[src/rtl/cpu_pkg.sv]
// Shared definitions for the 16-bit multicycle core: opcode and FSM state
// encodings, instruction field positions and the imm6 sign-extension helper.
package cpu_pkg;

    typedef enum logic [3:0] {
        OP_ADD   = 4'h0,
        OP_SUB   = 4'h1,
        OP_AND   = 4'h2,
        OP_OR    = 4'h3,
        OP_XOR   = 4'h4,
        OP_SLT   = 4'h5,
        OP_ADDI  = 4'h6,
        OP_LW    = 4'h7,
        OP_SW    = 4'h8,
        OP_BEQ   = 4'h9,
        OP_LUI   = 4'hA,
        OP_JAL   = 4'hB,
        OP_JR    = 4'hC,
        OP_NOP_D = 4'hD,
        OP_NOP_E = 4'hE,
        OP_HALT  = 4'hF
    } opcode_t;

    typedef enum logic {
        S_FETCH = 1'b0,
        S_EXEC  = 1'b1
    } state_t;

    // Instruction field positions.
    localparam int unsigned F_OP_HI   = 15;
    localparam int unsigned F_OP_LO   = 12;
    localparam int unsigned F_RD_HI   = 11;
    localparam int unsigned F_RD_LO   = 9;
    localparam int unsigned F_RS1_HI  = 8;
    localparam int unsigned F_RS1_LO  = 6;
    localparam int unsigned F_RS2_HI  = 5;
    localparam int unsigned F_RS2_LO  = 3;
    localparam int unsigned F_IMM6_HI = 5;
    localparam int unsigned F_IMM9_HI = 8;

    function automatic logic [15:0] sext6(input logic [5:0] v);
        return {{10{v[5]}}, v};
    endfunction

endpackage

[src/rtl/register_file.sv]
// Register file for the core.
// Ports:
//   clk, rst          clock and synchronous active-high reset (clears all)
//   raddr_a/rdata_a   combinational read port A
//   raddr_b/rdata_b   combinational read port B
//   we/waddr/wdata    synchronous write port; writes to r0 are ignored
module register_file #(
    parameter int unsigned DATA_W = 16,
    parameter int unsigned NREGS  = 8,
    parameter int unsigned AW     = $clog2(NREGS)
) (
    input  logic              clk,
    input  logic              rst,
    input  logic [AW-1:0]     raddr_a,
    output logic [DATA_W-1:0] rdata_a,
    input  logic [AW-1:0]     raddr_b,
    output logic [DATA_W-1:0] rdata_b,
    input  logic              we,
    input  logic [AW-1:0]     waddr,
    input  logic [DATA_W-1:0] wdata
);

    logic [DATA_W-1:0] registers [0:NREGS-1];

    always_ff @(posedge clk) begin
        if (rst) begin
            registers <= '{default: '0};
        end else if (we && (waddr != '0)) begin
            registers[waddr] <= wdata;
        end
    end

    // r0 is hard-wired to zero on reads as well as write-protected.
    assign rdata_a = (raddr_a == '0) ? '0 : registers[raddr_a];
    assign rdata_b = (raddr_b == '0) ? '0 : registers[raddr_b];

endmodule

[src/rtl/cpu.sv]
// 16-bit multicycle RISC core. Every instruction takes two clocks: FETCH
// latches the word at pc into ir, EXECUTE decodes it, performs the ALU or
// memory operation and commits register/pc updates on its closing edge.
// Ports:
//   clk        rising-edge clock
//   rst        synchronous active-high reset
//   mem_rdata  word read at mem_addr[7:1] (combinational, same cycle)
//   mem_addr   byte address to memory (bit 0 ignored by memory)
//   mem_wdata  store data
//   mem_we     store strobe, memory writes on the posedge where it is high
//   halted     high once HALT has executed
module cpu
    import cpu_pkg::*;
#(
    parameter int unsigned DATA_W = 16,
    parameter int unsigned ADDR_W = 8,
    parameter int unsigned NREGS  = 8
) (
    input  logic              clk,
    input  logic              rst,
    input  logic [DATA_W-1:0] mem_rdata,
    output logic [ADDR_W-1:0] mem_addr,
    output logic [DATA_W-1:0] mem_wdata,
    output logic              mem_we,
    output logic              halted
);

    state_t            state, state_next;
    logic [ADDR_W-1:0] pc, pc_next;
    logic [DATA_W-1:0] ir, ir_next;
    logic              halted_next;

    opcode_t           op;
    logic [2:0]        rd, rs1, rs2, rb_addr;
    logic [DATA_W-1:0] imm6_sx;
    logic [DATA_W-1:0] rs1_val, rb_val;
    logic [ADDR_W-1:0] pc_plus2, ea, br_off, jal_off;

    logic              rf_we;
    logic [DATA_W-1:0] rf_wdata;
    logic              store;

    // Decode
    assign op       = opcode_t'(ir[F_OP_HI:F_OP_LO]);
    assign rd       = ir[F_RD_HI:F_RD_LO];
    assign rs1      = ir[F_RS1_HI:F_RS1_LO];
    assign rs2      = ir[F_RS2_HI:F_RS2_LO];
    assign imm6_sx  = sext6(ir[F_IMM6_HI:0]);

    // SW stores rd and BEQ compares rd, so port B reads rd for those two.
    assign rb_addr  = ((op == OP_SW) || (op == OP_BEQ)) ? rd : rs2;

    assign pc_plus2 = pc + ADDR_W'(2);
    assign ea       = rs1_val[ADDR_W-1:0] + imm6_sx[ADDR_W-1:0];
    assign br_off   = {imm6_sx[ADDR_W-2:0], 1'b0};
    // Only the low bits of sext(imm9)<<1 survive the pc width.
    assign jal_off  = {ir[ADDR_W-2:0], 1'b0};

    register_file #(
        .DATA_W (DATA_W),
        .NREGS  (NREGS)
    ) register_file (
        .clk     (clk),
        .rst     (rst),
        .raddr_a (rs1),
        .rdata_a (rs1_val),
        .raddr_b (rb_addr),
        .rdata_b (rb_val),
        .we      (rf_we),
        .waddr   (rd),
        .wdata   (rf_wdata)
    );

    always_ff @(posedge clk) begin
        if (rst) begin
            state  <= S_FETCH;
            pc     <= '0;
            ir     <= '0;
            halted <= 1'b0;
        end else begin
            state  <= state_next;
            pc     <= pc_next;
            ir     <= ir_next;
            halted <= halted_next;
        end
    end

    always_comb begin
        state_next  = state;
        pc_next     = pc;
        ir_next     = ir;
        halted_next = halted;
        rf_we       = 1'b0;
        rf_wdata    = '0;
        mem_addr    = pc;
        store       = 1'b0;

        case (state)
            S_FETCH: begin
                ir_next    = mem_rdata;
                state_next = S_EXEC;
            end
            S_EXEC: begin
                state_next = S_FETCH;
                pc_next    = pc_plus2;
                case (op)
                    OP_ADD: begin
                        rf_we    = 1'b1;
                        rf_wdata = rs1_val + rb_val;
                    end
                    OP_SUB: begin
                        rf_we    = 1'b1;
                        rf_wdata = rs1_val - rb_val;
                    end
                    OP_AND: begin
                        rf_we    = 1'b1;
                        rf_wdata = rs1_val & rb_val;
                    end
                    OP_OR: begin
                        rf_we    = 1'b1;
                        rf_wdata = rs1_val | rb_val;
                    end
                    OP_XOR: begin
                        rf_we    = 1'b1;
                        rf_wdata = rs1_val ^ rb_val;
                    end
                    OP_SLT: begin
                        rf_we    = 1'b1;
                        rf_wdata = {{(DATA_W-1){1'b0}},
                                    ($signed(rs1_val) < $signed(rb_val))};
                    end
                    OP_ADDI: begin
                        rf_we    = 1'b1;
                        rf_wdata = rs1_val + imm6_sx;
                    end
                    OP_LW: begin
                        mem_addr = ea;
                        rf_we    = 1'b1;
                        rf_wdata = mem_rdata;
                    end
                    OP_SW: begin
                        mem_addr = ea;
                        store    = 1'b1;
                    end
                    OP_BEQ: begin
                        if (rb_val == rs1_val) begin
                            pc_next = pc + br_off;
                        end
                    end
                    OP_LUI: begin
                        rf_we    = 1'b1;
                        rf_wdata = {ir[F_IMM9_HI:0], 7'b0};
                    end
                    OP_JAL: begin
                        rf_we    = 1'b1;
                        rf_wdata = {{(DATA_W-ADDR_W){1'b0}}, pc_plus2};
                        pc_next  = pc + jal_off;
                    end
                    OP_JR: begin
                        pc_next = {rs1_val[ADDR_W-1:1], 1'b0};
                    end
                    OP_HALT: begin
                        // Stay in EXECUTE on HALT so it re-executes forever.
                        pc_next     = pc;
                        state_next  = S_EXEC;
                        halted_next = 1'b1;
                    end
                    default: ;
                endcase
            end
            default: state_next = S_FETCH;
        endcase
    end

    assign mem_wdata = rb_val;
    // Reset must also cancel a store whose EXECUTE edge coincides with it.
    assign mem_we    = store & ~rst;

endmodule

[config.mk]
export PLATFORM = sky130hd
export DESIGN_NAME = cpu
export DESIGN_NICKNAME = d
export VERILOG_FILES = /design/src/rtl/cpu_pkg.sv /design/src/rtl/register_file.sv /design/src/rtl/cpu.sv
export SDC_FILE = /design/constraint.sdc
export NUM_CORES = 1
export LEC_CHECK = 0
export CAP_MARGIN = 20
export CORE_ASPECT_RATIO = 0.75
export CORE_UTILIZATION = 55
export DETAILED_ROUTE_END_ITERATION = 6
export GPL_TIMING_DRIVEN = 0
export PLACE_DENSITY = 0.83
export SLEW_MARGIN = 20
export SYNTH_ARGS = -nofsm -noshare
export SYNTH_HDL_FRONTEND = slang
export SYNTH_HIERARCHICAL = 1
export SYNTH_SLANG_ARGS = --single-unit
[constraint.sdc]
create_clock -name clk -period 4.9 [get_ports clk]
set_clock_uncertainty 0.05 [all_clocks]
set_input_delay 0.49 -clock clk [delete_from_list [all_inputs] [get_ports clk]]
set_output_delay 0.49 -clock clk [all_outputs]
set_load 0.03 [all_outputs]
# Word-level counts from Yosys, hierarchy flattened
# Cells that the tools add are included.
[totals]
elab_cells = 83
regBits = 154
input_bits = 18
out_inout_bits = 26
[classes]
bitwise_logic = 10
n_reduce_logical = 11
magnitude_cmp = 5
addsub = 7
n_mux = 24
n_eq_ne = 14
[ops]
columns = ["operator", "n"]
rows = [
  ["$pmux W16 S10", 1],
  ["$bwmux W128", 1],
  ["$mux W16", 8],
  ["$bmux W16 S3", 2],
  ["$demux W16 S3", 1],
  ["$add A16 B16 Y16", 2],
  ["$pmux W8 S4", 1],
  ["$add A8 B8 Y8", 3],
  ["$eq A4 B4 Y1 const B", 6],
  ["$mux W8", 3],
  ["$and A16 B16 Y16", 1],
  ["$eq A16 B16 Y1", 1],
  ["$eq A4 B3 Y1 const B", 4],
  ["$lt A16 B16 Y1", 1],
  ["$or A16 B16 Y16", 1],
  ["$sub A16 B16 Y16", 1],
  ["$xor A16 B16 Y16", 1],
  ["$ge A4 B4 Y1 const B", 3],
  ["$not A3 Y4", 3],
  ["$reduce_or A10 Y1", 1],
  ["$add A8 B2 Y8 const B", 1],
  ["$eq A4 B2 Y1 const B", 2],
  ["$logic_not A3 Y1", 2],
  ["$mux W1", 5],
  ["other kinds (12)", 16],
]

# Longest topological paths before layout
[logic_depth]
ltp_word = 12
depth_mapped = 24
ltp_nobuf = 20

# Modules after synthesis
# Netlist, hierarchy kept.
[by_module_without_submodules]
columns = ["module", "area_each_um2", "cells_per_inst", "n_inst", "seq_area_each_um2"]
rows = [
  ["register_file", 6200.9, 700, 1, 2242.2],
  ["cpu", 4812.1, 667, 1, 500.5],
]

# Worst setup path after synthesis
# No wires, ideal clock.
[synth_path]
path_type = "reg-to-reg"
start = "register ir[15]"
end = "register register_file/registers[62] (netlist name)"
required_ps = 4779
slack_ps = -544
stages_incl_launch_ff = 23
n_path_buf = 4
synth_period_minus_slack_ps = 5444
setup_time_ps = 71
arrival_time_ps = 5324
path_cell_list = "dfxtp_1 > clkbuf_1 > nand2_1 > nor2_1 > mux2_2 > buf_6 > and2_1 > clkbuf_2 > buf_6 > a221oi_1 > mux2_2 > ha_1 > inv_1 > fa_1 > nand3b_1 > a211oi_1 > o21ai_0 > a21oi_1 > nand4b_1 > nor4bb_1 > o22ai_1 > nand2_1 > a21oi_2"
[synth_via]
elab_chain_cells = 12
word_cells_on_any_way = 32
cone_classes = "2 x add/sub; 11 x eq/ne; 10 x mux; 4 x bitwise; 5 x reduce/logical"
[synth_rtl]
columns = ["element", "line", "text"]
rows = [
  ["start, declared", "cpu.sv:30", "logic [DATA_W-1:0] ir, ir_next;"],
  ["start signal, assigned", "cpu.sv:83", "ir <= ir_next;"],
  ["$eq A4 B4 Y1", "cpu.sv:51", "assign rb_addr = ((op == OP_SW) || (op == OP_BEQ)) ? rd : rs2;"],
  ["$logic_or A1 B1 Y1 *", "cpu.sv:51", ""],
  ["$mux W3 *", "cpu.sv:51", ""],
  ["net rb_addr[1]", "cpu.sv:34", "logic [2:0] rd, rs1, rs2, rb_addr;"],
  ["$not A3 Y4 (not written as such)", "register_file.sv:35", "assign rdata_b = (raddr_b == '0) ? '0 : registers[raddr_b];"],
  ["$bmux W16 S3", "register_file.sv:35", ""],
  ["$mux W16 (not written as such) (2 in series)", "register_file.sv:35", ""],
  ["$mux W16 *", "register_file.sv:35", ""],
  ["net mem_wdata[0]", "cpu.sv:23", "output logic [DATA_W-1:0] mem_wdata,"],
  ["$sub A16 B16 Y16 / $add A16 B16 Y16 (equally long branches)", "cpu.sv:113, cpu.sv:109", ""],
  ["$pmux W16 S10 *", "cpu.sv:106", "case (op)"],
  ["$mux W16 *", "cpu.sv:98", "case (state)"],
  ["net rf_wdata[14]", "cpu.sv:40", "logic [DATA_W-1:0] rf_wdata;"],
  ["$bwmux W128 *", "register_file.sv:29", "registers[waddr] <= wdata;"],
  ["end signal, assigned by index", "register_file.sv:29", ""],
  ["end, declared", "register_file.sv:23", "logic [DATA_W-1:0] registers [0:NREGS-1];"],
]
# The timed path passes the listed nets; every way through them passes the cells marked *. The select of a mux whose other input is x is not followed.
# A chain may end at the register's enable or synchronous reset.

# Worst setup path after layout
[layout_path]
start = "register ir[15]"
end = "register register_file/registers[59] (netlist name)"
[layout_via]
elab_chain_cells = 12
word_cells_on_any_way = 32
cone_classes = "2 x add/sub; 11 x eq/ne; 10 x mux; 4 x bitwise; 5 x reduce/logical"
[layout_rtl]
columns = ["element", "line", "text"]
rows = [
  ["$eq A4 B4 Y1", "cpu.sv:51", ""],
  ["$logic_or A1 B1 Y1 *", "cpu.sv:51", ""],
  ["$mux W3 *", "cpu.sv:51", ""],
  ["net rb_addr[0]", "cpu.sv:34", ""],
  ["$not A3 Y4 (not written as such)", "register_file.sv:35", ""],
  ["$bmux W16 S3", "register_file.sv:35", ""],
  ["$mux W16 (not written as such) (2 in series)", "register_file.sv:35", ""],
  ["$mux W16 *", "register_file.sv:35", ""],
  ["$sub A16 B16 Y16, or another cell as far along", "cpu.sv:113", "rf_wdata = rs1_val - rb_val;"],
  ["$pmux W16 S10 *", "cpu.sv:106", ""],
  ["$mux W16 *", "cpu.sv:98", ""],
  ["net rf_wdata[11]", "cpu.sv:40", ""],
  ["$bwmux W128 *", "register_file.sv:29", ""],
]
# Marked as above.

==> results.sh <==
export IMPL_setup_viol=1
export IMPL_yosysTopAreaCellShare_pct=24.9
export IMPL_ys_types=71
export IMPL_grt_max_degree=17
export IMPL_htree_levels=4
export IMPL_yosys_warnings=6
export IMPL_die_height_um=125
export IMPL_status="finished, violations left"
export IMPL_initial_core_util_pct=56.5
export IMPL_clockBufferDepth=2
export IMPL_synthTopCellsByArea="dfxtp_1 (25%), nand2_1 (9.9%), ha_1 (9.1%), mux2i_1 (7.6%), a221oi_1 (6.0%)"
export IMPL_synth_seq_area_share_pct=24.9
export IMPL_holdBufCountCts=0
export IMPL_p_comb_share_pct=32.2
export IMPL_worst_pin_slew_ps=973
export IMPL_end_kind="flop"
export IMPL_p_clk_share_pct=35.2
export IMPL_grt_overflow_total=0
export IMPL_fmax_mhz=204
export IMPL_start_kind="flop"
export IMPL_dp_cells=1667
export IMPL_synth_cells=1367
export IMPL_internal_power_mw=2.33
export IMPL_drive_above_1_share_pct=21.7
export IMPL_synth_common_cells="nand2_1 (290), dfxtp_1 (137), a21oi_1 (112)"
export IMPL_min_from="rst"
export IMPL_via_per_inst=6.55
export IMPL_p_leak_nw=4.95
export IMPL_drc=5
export IMPL_postRouteWirelength_mm=39.6
export IMPL_cts_root_buf="clkbuf_16"
export IMPL_n_antenna_cell=0
export IMPL_grt_use_total_pct=37.9
export IMPL_r2r_end="register_file/registers[59]"
export IMPL_portBuffers=42
export IMPL_vias=11340
export IMPL_min_period_ps=4900
export IMPL_wl_per_cell_um=22.9
export IMPL_holdPathStages=2
export IMPL_async_flop_share_pct=0
export IMPL_relSlewSlack_pct=35.2
export IMPL_violations="design-rule violations, negative setup slack"
export IMPL_yosys_most_used_dff="dfxtp_1"
export IMPL_areaGrowthSynthToFinish_pct=21.4
export IMPL_path_clk_slew_ps=60
export IMPL_rows=44
export IMPL_cts_tree="yes"
export IMPL_power_frac_seq_pct=32.7
export IMPL_die_w_um=165
export IMPL_synth_compound_area_share_pct=23.3
export IMPL_synth_simple_area_share_pct=18.6
export IMPL_drv_slew=0
export IMPL_required_ps=5200
export IMPL_drt_iter0_markers=1769
export IMPL_antenna_found_initial=0
export IMPL_fin_nets=1567
export IMPL_ant_nets=0
export IMPL_crit_arrival_ps=5200
export IMPL_synthesis_area_sq_um=11000
export IMPL_hold_path_end="register_file/registers[15]"
export IMPL_place_gp_congestion=1.05
export IMPL_worstSkewPairLatency_ps=430
export IMPL_switchingPower_mw=1.24
export IMPL_total_power_mw=3.58
export IMPL_syn_nets=1469
export IMPL_maxCapViolations=0
export IMPL_rsz0062_at_grt="true"
export IMPL_synth_seq_cells=137
export IMPL_dp_hpwl_mm=29.9
export IMPL_yosysMostFrequentCell="nand2_1"
export IMPL_finalNonFillerCells=1730
export IMPL_cts_buffers=17
export IMPL_min_period_over_period_pct=100
export IMPL_crit_type="flop to flop"
export IMPL_first_pass_iters=7
export IMPL_hold_path_class="input pin to flop"
export IMPL_peakVddDrop_mv=0.223
export IMPL_r2r_setup_slack_ps=-3
export IMPL_cp_max_fo=10
export IMPL_crit_start="ir[15]"
export IMPL_grt_pass1_wl_mm=59.2
export IMPL_coreArea_sq_um=19500
export IMPL_grt_pass1_vias=10630
export IMPL_hold_viol=0
export IMPL_avgSynthCellArea_sq_um=8.06
export IMPL_dieArea_sq_um=20600
export IMPL_dp_slack_ps=-1450
export IMPL_synth_edf_count=0
export IMPL_synth_mux_area_share_pct=11.6
export IMPL_synth_xor_xnor_area_share_pct=3.26
export IMPL_num_io_pins=44
export IMPL_layout_setup_ws_ps=-2.89
export IMPL_r2r_start="ir[15]"
export IMPL_synth_top_area_cell="dfxtp_1"
export IMPL_p_per_area_nw_per_um2=268
export IMPL_r2r_cells=22
export IMPL_synth_fa_ha_area_share_pct=9.82
export IMPL_synth_top_family_by_area="compound AO/OA/AOI/OAI gates"
export IMPL_clock_sinks=137
export IMPL_switching_share_pct=34.8
==> repair_timing <==
item | in CTS | in global routing
resized for setup | 75 | 48
setup endpoints to repair | 124 | 100
gates cloned | 1 | 1
pin swaps | 15 | 16
buffers inserted | 19 | 17
==> metal layers <==
metal / vias up / global-route usage (%) / wire length, um
met5: - / 0 / 0
met4: 0 / 14.0 / 1310
met3: 112 / 10.9 / 5180
met2: 741 / 53.3 / 16300
met1: 5398 / 53.9 / 16800
li1: 5089 / - / -
==> cells in the final DEF (no fill, tap or decap), types with 7 or more instances in the layout <==
master,synthesis,final
buf_8,4,8
a211oi_1,15,13
dfxtp_1,137,133
mux2i_1,84,83
nor3_1,18,14
buf_12,5,7
nand2b_1,7,7
a221oi_4,0,12
buf_6,22,20
clkbuf_1,30,29
buf_4,6,44
a221oi_1,75,40
a21oi_1,112,101
nor2b_1,18,17
nand3_1,10,10
a21o_1,7,7
clkbuf_16,0,17
clkdlybuf4s50_1,0,39
a221oi_2,1,24
xor2_1,18,18
inv_1,58,57
a22oi_1,16,16
mux2_2,39,36
a21oi_2,51,60
o21ai_0,32,28
nor2_1,73,70
xnor2_1,23,23
nand2_1,290,288
ha_1,80,75
buf_2,20,17
==> worst max-delay path, cell delays in order, from the launching register on <==
cell and delay [ps]:
dfxtp_4 380, buf_8 150, nand2_2 80, nor2_4 200
mux2_4 370, nor2b_1 140, buf_4 180, buf_4 150
a221oi_1 400, a221oi_2 60, buf_4 180, mux2_2 290
ha_1 290, o21ai_0 140, o21ai_2 230, buf_4 140
nand2_1 60, a311o_1 400, xnor2_1 150, nand2_1 110
a21oi_4 330, nand2_1 170, a21oi_2 170
==> stage by stage <==
step	utilization [%]	TNS [ps]	cell area (sq um)	hold slack [ps]
finish	68.6	-2.89	13400	219
global route	68.6	-851	13400	227
CTS	66.8	0	13000	205
detailed placement	61.4	-96310	12000	411
global placement	61.0	-78490	11900	401
floorplan	-	-130	11200	392
==> power by group through the flow <==
stage                     sequential [mW]  combinational (mW)  clock (mW)
final                                1.17                1.15        1.26
after global routing                 1.17                1.21        1.32
after global placement               1.19               0.943           0
after CTS                            1.16                1.05        1.26
after detailed placement             1.19               0.965           0
after floorplan                      1.17               0.683           0
==> area by class of cell <==
type                    count  area, sq um
plain buffers              92          728
flip-flops and latches    137         2750
repair buffers             84          776
inverters                  58          223
multi-input cells        1075         8000
fillers                  1564         6120
well taps                 253          317
clock buffers              20          447
clock inverters            11          125
==> state kept, by name, summed over array words and instances, names as in the netlist <==
| name | count |
|---|---|
| halted | 1 |
| ir | 16 |
| pc | 7 |
| register_file/registers | 112 |
| state | 1 |
==> worst max path at each step <==
stage                                        endpoint  slack, ps  cells after the start
final                     register_file/registers[59]         -3                     22
after global routing      register_file/registers[59]        -90                     23
after CTS                 register_file/registers[56]         20                     22
after detailed placement  register_file/registers[31]      -1450                     20
after global placement    register_file/registers[95]      -1290                     20
after floorplan           register_file/registers[62]        -20                     22
==> cell families (layout without fill, tap and decap cells) <==
| group | Yosys count | after routing |
|---|---|---|
| xor gates and xnor gates | 41 | 41 |
| AOI/OAI and AO/OA | 363 | 363 |
| DFF | 137 | 137 |
| and+or+nand+nor | 463 | 463 |
| muxes | 123 | 124 |
| buffers and inverters | 156 | 265 |
| adders and majority gates | 84 | 84 |
(Power assumes the default switching activity.)
